### config.mk
export PLATFORM = sky130hd
export DESIGN_NAME = inst_fetch_unit
export DESIGN_NICKNAME = d
export VERILOG_FILES = /design/src/rtl/inst_fetch_unit.sv
export SDC_FILE = /design/constraint.sdc
export NUM_CORES = 2
export LEC_CHECK = 0
export BUFFER_PORTS_ARGS = -buffer_cell sky130_fd_sc_hd__buf_2
export CORE_AREA = 2 2 724 726
export CTS_BUF_LIST = sky130_fd_sc_hd__clkbuf_16
export DETAILED_ROUTE_END_ITERATION = 10
export DIE_AREA = 0 0 726 728
export HOLD_SLACK_MARGIN = 0.1
export SYNTH_ARGS = -nofsm -noshare
export SYNTH_HDL_FRONTEND = slang
export SYNTH_SLANG_ARGS = --single-unit
export TNS_END_PERCENT = 30
### constraint.sdc
create_clock -name i_clk -period 6.9 [get_ports i_clk]
set_input_delay 1.38 -clock i_clk [delete_from_list [all_inputs] [get_ports i_clk]]
set_output_delay 1.38 -clock i_clk [all_outputs]
set_load 0.1 [all_outputs]
### src/rtl/inst_fetch_unit.sv
// Instruction fetch unit: byte-loadable program memory plus a sequential fetcher with branch redirect.
// Latency: one clock edge from fetch pointer to o_inst/o_pc/o_inst_valid.
// Backpressure: i_stall freezes the outputs and the pointer; a branch still flushes while stalled.
module inst_fetch_unit #(
    parameter int ADDR_W     = 8,
    parameter int INST_BYTES = 4,
    parameter int DEPTH      = 64
) (
    input  logic                    i_clk,
    input  logic                    i_rst,
    input  logic                    i_prog_mode,
    input  logic                    i_run,
    input  logic                    i_wr_valid,
    output logic                    o_wr_ready,
    input  logic [ADDR_W-1:0]       i_wr_addr,
    input  logic [7:0]              i_wr_data,
    input  logic                    i_stall,
    input  logic                    i_branch_valid,
    input  logic [ADDR_W-1:0]       i_branch_target,
    output logic [8*INST_BYTES-1:0] o_inst,
    output logic [ADDR_W-1:0]       o_pc,
    output logic                    o_inst_valid,
    output logic                    o_fault,
    output logic [1:0]              o_state
);

    localparam int MEM_BYTES = DEPTH * INST_BYTES;
    localparam int IDX_W     = (MEM_BYTES > 1) ? $clog2(MEM_BYTES) : 1;
    // One extra bit so the limit itself is representable when memory fills the address space.
    localparam logic [ADDR_W:0]   MEM_LIM = (ADDR_W+1)'(MEM_BYTES);
    localparam logic [ADDR_W-1:0] STEP    = ADDR_W'(INST_BYTES);
    localparam logic [ADDR_W-1:0] LAST    = ADDR_W'(MEM_BYTES - INST_BYTES);

    generate
        if (MEM_BYTES > (2 ** ADDR_W)) begin : g_size_chk
            $error("inst_fetch_unit: DEPTH*INST_BYTES exceeds the ADDR_W address space");
        end
    endgenerate

    typedef enum logic [1:0] {
        S_IDLE  = 2'd0,
        S_PROG  = 2'd1,
        S_RUN   = 2'd2,
        S_FAULT = 2'd3
    } state_t;

    state_t state, state_nxt;

    logic [7:0]              mem [MEM_BYTES];
    logic [ADDR_W-1:0]       fptr;
    logic [8*INST_BYTES-1:0] fetch_word;
    logic [IDX_W-1:0]        fidx;

    logic wr_fire;
    logic branch_bad;
    logic do_fetch;
    logic do_branch;
    logic do_fptr_clr;
    logic do_clr_valid;
    logic do_fault;

    assign o_wr_ready = (state == S_PROG);
    assign o_state    = state;
    assign fidx       = fptr[IDX_W-1:0];

    // Out-of-range writes are still handshaken; they simply never reach the array.
    assign wr_fire = o_wr_ready && i_wr_valid && !i_rst && ({1'b0, i_wr_addr} < MEM_LIM);

    assign branch_bad = ({1'b0, i_branch_target} >= MEM_LIM) ||
                        ((i_branch_target % STEP) != '0);

    // State register.
    always_ff @(posedge i_clk) begin
        if (i_rst) begin
            state <= S_IDLE;
        end else begin
            state <= state_nxt;
        end
    end

    // Next-state and datapath control decode; RUN checks mode changes before branch before stall.
    always_comb begin
        state_nxt    = state;
        do_fetch     = 1'b0;
        do_branch    = 1'b0;
        do_fptr_clr  = 1'b0;
        do_clr_valid = 1'b0;
        do_fault     = 1'b0;
        case (state)
            S_IDLE: begin
                if (i_prog_mode) begin
                    state_nxt = S_PROG;
                end else if (i_run) begin
                    state_nxt   = S_RUN;
                    do_fptr_clr = 1'b1;
                end
            end
            S_PROG: begin
                if (!i_prog_mode) begin
                    state_nxt = S_IDLE;
                end
            end
            S_RUN: begin
                if (i_prog_mode) begin
                    state_nxt    = S_PROG;
                    do_clr_valid = 1'b1;
                end else if (!i_run) begin
                    state_nxt    = S_IDLE;
                    do_clr_valid = 1'b1;
                end else if (i_branch_valid) begin
                    do_clr_valid = 1'b1;
                    if (branch_bad) begin
                        state_nxt = S_FAULT;
                        do_fault  = 1'b1;
                    end else begin
                        do_branch = 1'b1;
                    end
                end else if (!i_stall) begin
                    do_fetch = 1'b1;
                end
            end
            default: begin
                state_nxt = S_FAULT;
            end
        endcase
    end

    // Program memory write port; contents survive reset.
    always_ff @(posedge i_clk) begin
        if (wr_fire) begin
            mem[i_wr_addr[IDX_W-1:0]] <= i_wr_data;
        end
    end

    // Little-endian assembly of the instruction at the fetch pointer.
    always_comb begin
        fetch_word = '0;
        for (int k = 0; k < INST_BYTES; k++) begin
            fetch_word[8*k +: 8] = mem[fidx + IDX_W'(k)];
        end
    end

    // Fetch pointer, output registers and sticky fault flag.
    always_ff @(posedge i_clk) begin
        if (i_rst) begin
            fptr         <= '0;
            o_pc         <= '0;
            o_inst       <= '0;
            o_inst_valid <= 1'b0;
            o_fault      <= 1'b0;
        end else begin
            if (do_fptr_clr) begin
                fptr <= '0;
            end
            if (do_branch) begin
                fptr <= i_branch_target;
            end
            if (do_clr_valid) begin
                o_inst_valid <= 1'b0;
            end
            if (do_fault) begin
                o_fault <= 1'b1;
            end
            if (do_fetch) begin
                o_inst       <= fetch_word;
                o_pc         <= fptr;
                o_inst_valid <= 1'b1;
                fptr         <= (fptr == LAST) ? '0 : fptr + STEP;
            end
        end
    end

endmodule
==> flow_metrics.py <==
metrics = {
    "timing": {
        "max_clock_freq_mhz": 162.3,
        "finalSetupViolCount": 0,
        "unrepaired_setup_endpoints_after_global_routing": "no",
        "worst_pin_slew_ns": 1.527,
        "final_period_utilization_pct": 89.31,
        "final.setup.tns_ns": 0,
        "worst_slack_ns": 0.7379,
        "finalClockSkew_ns": 0.07301,
        "hold_viol": 0,
        "report.final.slew_viol_count": 3,
        "max-slew-margin-rel_pct": -2.758,
        "final.min_clock_period_ns": 6.162,
    },
    "cts": {
        "holdBufCountCts": 0,
        "cts_htree_levels": 4,
        "tritoncts_clock_tree": "yes",
        "clk_path_buf_depth": 4,
        "cts-root-buf": "clkbuf_16",
        "clock_insertion_delay_worst_skew_ns": 0.97,
        "post-cts-setup-buffers": 0,
        "clk_transition_reported_paths_ns": 0.07,
        "ctsResizeCount": 0,
        "tritoncts_num_sinks": 2100,
        "cts_inserted_buffers": 235,
    },
    "synth": {
        "synth_warnings": 0,
        "synth_flop_cell": "edfxtp_1",
        "ys_types": 68,
        "synth-edff-count": 2048,
        "avgSynthCellArea_um2": 17.78,
        "synth_top_cell_by_area": "edfxtp_1",
        "synth.yosys.seq_area_share_pct": 48.13,
        "synthesis.area_um2": 129900,
        "synth_top_area_share_pct": 47.33,
        "postSynthCellCount": 7308,
        "biggest_area_contributors_in_the_synthesized_netlist": "edfxtp_1 47%, mux4_2 38%, mux2i_1 3.5%",
        "syn_nets": 7344,
        "synthArstFlopShare_pct": 0,
        "postSynthRegisterBits": 2100,
    },
    "die": {
        "floorplan.io_pins": 76,
        "floorplan.die_area_um2": 528500,
        "num_rows": 265,
        "initial_cell_density_of_the_core_pct": 24.99,
        "floorplan.core_area_um2": 519900,
        "die-width_um": 726,
        "die_y_um": 728,
    },
    "worst_setup_path": {
        "worst_r2r_endpoint": "o_inst[29]$_SDFFE_PP0P_",
        "timing.critical_path.from_type": "flip-flop",
        "cp_max_fo": 67,
        "regToRegStartpoint": "fidx[1]$_SDFFE_PP0P_",
        "worstSetupPathType": "flip-flop to flip-flop",
        "critPathRequiredTime_ns": 7.71,
        "timing.reg2reg.worst_path_depth": 10,
        "critPathArrivalTime_ns": 6.97,
        "reg2reg_slack_ns": 0.74,
        "timing.critical_path.to_type": "flip-flop",
    },
    "detailed_routing": {
        "drt_wl_total_um": 519700,
        "drt_iter0_drc": 14180,
        "via_count": 87810,
        "detail_route.wl_per_cell_um": 36.08,
        "detail_route.vias_per_cell": 6.096,
        "drt.antenna.violating_nets": 0,
        "route.detailed.drc": 0,
        "detailed_router_iteration_count_before_antenna_repair": 9,
    },
    "finish": {
        "postLayoutCoreUtil_pct": 28.26,
        "final_area_um2": 146900,
        "syn_to_final_growth_pct": 13.08,
        "layout-drive-gt1-share_pct": 41.27,
        "num-nets-final": 7257,
    },
    "global_route": {
        "overflow": 0,
        "grt_first_pass_wirelength_um": 707100,
        "grt_antenna_before_repair": 38,
        "grt_max_degree": 178,
        "vias_in_the_first_global_route": 83900,
        "overall_global_routing_usage_pct": 18.94,
    },
    "power_and_ir_drop": {
        "vdd_ir_drop_max_mv": 0.2398,
        "p_leak_nw": 41.01,
        "power-per-cell-area_nw_per_um2": 186.2,
        "report.power.total_mw": 27.36,
    },
    "placed_design": {
        "placement.io_buffers": 75,
        "dp.final_hpwl_um": 350300,
        "detailed_place.area_um2": 139000,
        "dpl_worst_slack_ns": 1.045,
        "placer_congestion_estimate": 0.9647,
    },
    "worst_hold_path": {
        "holdCritStartpoint": "o_pc[7]$_SDFFE_PP0P_",
        "hold-path-cell-count": 2,
        "worstHoldEndpoint": "o_pc[7]$_SDFFE_PP0P_",
        "worst_hold_path_type": "flip-flop to flip-flop",
    },
    "job": {
        "drv.max_cap_violation_count": 3,
    },
    "status": {
        "outcome": "complete, but fails checks",
        "violations_in_the_final_reports": "capacitance limit, slew limit",
    },
}
-- critical path, stage by stage (launching register included) --
cell and delay (ns):
dfxtp_4 0.83, inv_4 0.34, ha_4 1.09, buf_12 0.44, mux4_2 0.44, mux4_2 0.51
o211ai_1 0.85, a211oi_1 0.47, nor4_1 0.64, buf_4 0.24, nor4_1 0.05
-- state kept, by name (all words and copies together), names as in the netlist --
register / flops
fidx: 8
o_fault: 1
mem: 2048
o_inst: 32
o_inst_valid: 1
o_state: 2
o_pc: 8
-- cells in the mapped netlist (5+ instances only) --
| cell | number |
|---|---|
| a311oi_1 | 36 |
| nand3_1 | 123 |
| and3_1 | 52 |
| a211oi_1 | 16 |
| buf_2 | 255 |
| nor4_1 | 23 |
| nand4_1 | 19 |
| o21ai_0 | 46 |
| a31oi_1 | 30 |
| xor2_1 | 9 |
| o221ai_1 | 67 |
| a221oi_1 | 32 |
| a221o_1 | 5 |
| buf_4 | 118 |
| o22ai_1 | 33 |
| a41oi_1 | 7 |
| and2_1 | 11 |
| clkbuf_1 | 257 |
| mux2i_1 | 449 |
| mux2_2 | 5 |
| a32o_1 | 10 |
| xnor2_1 | 15 |
| o211ai_1 | 46 |
| a2111oi_0 | 27 |
| nor2b_1 | 19 |
| ha_1 | 5 |
| o2111ai_1 | 22 |
| a311o_1 | 5 |
| nor3_1 | 38 |
| nor4b_1 | 6 |
| dfxtp_1 | 52 |
| a21oi_1 | 142 |
| or3_1 | 13 |
| a22oi_1 | 20 |
| nand2b_1 | 9 |
| nor2_1 | 349 |
| buf_6 | 37 |
| o21a_1 | 6 |
| buf_1 | 75 |
| nand2_1 | 520 |
| mux4_2 | 2191 |
| a21o_1 | 9 |
| edfxtp_1 | 2048 |
-- through the flow --
step / std cells / hold WS (ns)
floorplan: 7308 / 0.5888
detailed placement: 13930 / 0.4533
global placement: 13920 / 0.4536
global route: 14370 / 0.4955
CTS: 14370 / 0.4625
finish: 14400 / 0.4655
-- kinds of logic (layout without fill, tap and decap cells) --
kind of cell	count (synthesis)	count (layout)	synth area share, %
fa+ha+maj	5	5	0.04815
simple gates	1197	1197	3.972
other cells	0	36	0
flops	2100	2100	48.13
compound gates	583	583	3.176
buf+inv	750	868	2.984
mux	2645	2645	41.48
xor+xnor	28	28	0.2119
-- cell usage in the layout (no fill, tap or decap), drive strengths merged, types with 12 or more instances in the layout --
cell type and instances:
a2111oi 27, clkinvlp 26, dfxtp 52, o21ai 50
o211ai 46, clkinv 100, or3 13, a221oi 32
nand2 520, nor3 38, a31oi 30, xnor2 18
nor2b 19, and2 12, diode 36, a311oi 36
inv 56, a22oi 20, mux4 2191, nor2 349
and3 52, bufinv 26, clkbuf 245, nand4 19
nor4 26, buf 415, a211oi 16, a21oi 142
o22ai 33, o221ai 67, mux2i 449, nand3 123
edfxtp 2048, o2111ai 22
-- power breakdown --
group	internal, mW	switching [mW]	total (mW)
Clock	7.30	5.63	12.9
Combinational	0.0683	0.368	0.437
Sequential	14.0	0.00593	14.0
-- per-layer routing --
| layer | vias to the layer above | track usage [%] | wire [um] |
|---|---|---|---|
| met5 | - | 0.2903 | 478 |
| met2 | 7724 | 27.78 | 224700 |
| met1 | 46600 | 23.27 | 179300 |
| met4 | 42 | 9.959 | 33140 |
| met3 | 1367 | 8.662 | 82140 |
| li1 | 32070 | - | - |
-- worst max path at each step --
stage | endpoint | slack (ns) | cells past startpoint | startpoint
finish | o_inst[29]$_SDFFE_PP0P_ | 0.74 | 10 | fidx[1]$_SDFFE_PP0P_
detailed placement | o_inst[29]$_SDFFE_PP0P_ | 1.05 | 10 | fidx[1]$_SDFFE_PP0P_
global route | o_inst[29]$_SDFFE_PP0P_ | 0.78 | 10 | fidx[1]$_SDFFE_PP0P_
CTS | o_inst[29]$_SDFFE_PP0P_ | 1.02 | 10 | fidx[1]$_SDFFE_PP0P_
global placement | o_inst[27]$_SDFFE_PP0P_ | 1.05 | 10 | fidx[1]$_SDFFE_PP0P_
floorplan | mem[188][0]$_DFFE_PP_ | 2.46 | 6 | o_state[0]$_SDFFE_PP0P_
-- layout make-up --
class / count / area (um2)
clock buffers: 240 / 6006
flip-flops and latches: 2100 / 62560
well taps: 6942 / 8686
multi-input cells: 4458 / 64070
repair buffers: 420 / 3690
diodes: 36 / 90.09
fillers: 51350 / 373000
clock inverters: 202 / 1813
inverters: 6 / 31.28
Power figures use the tool's default switching activity.
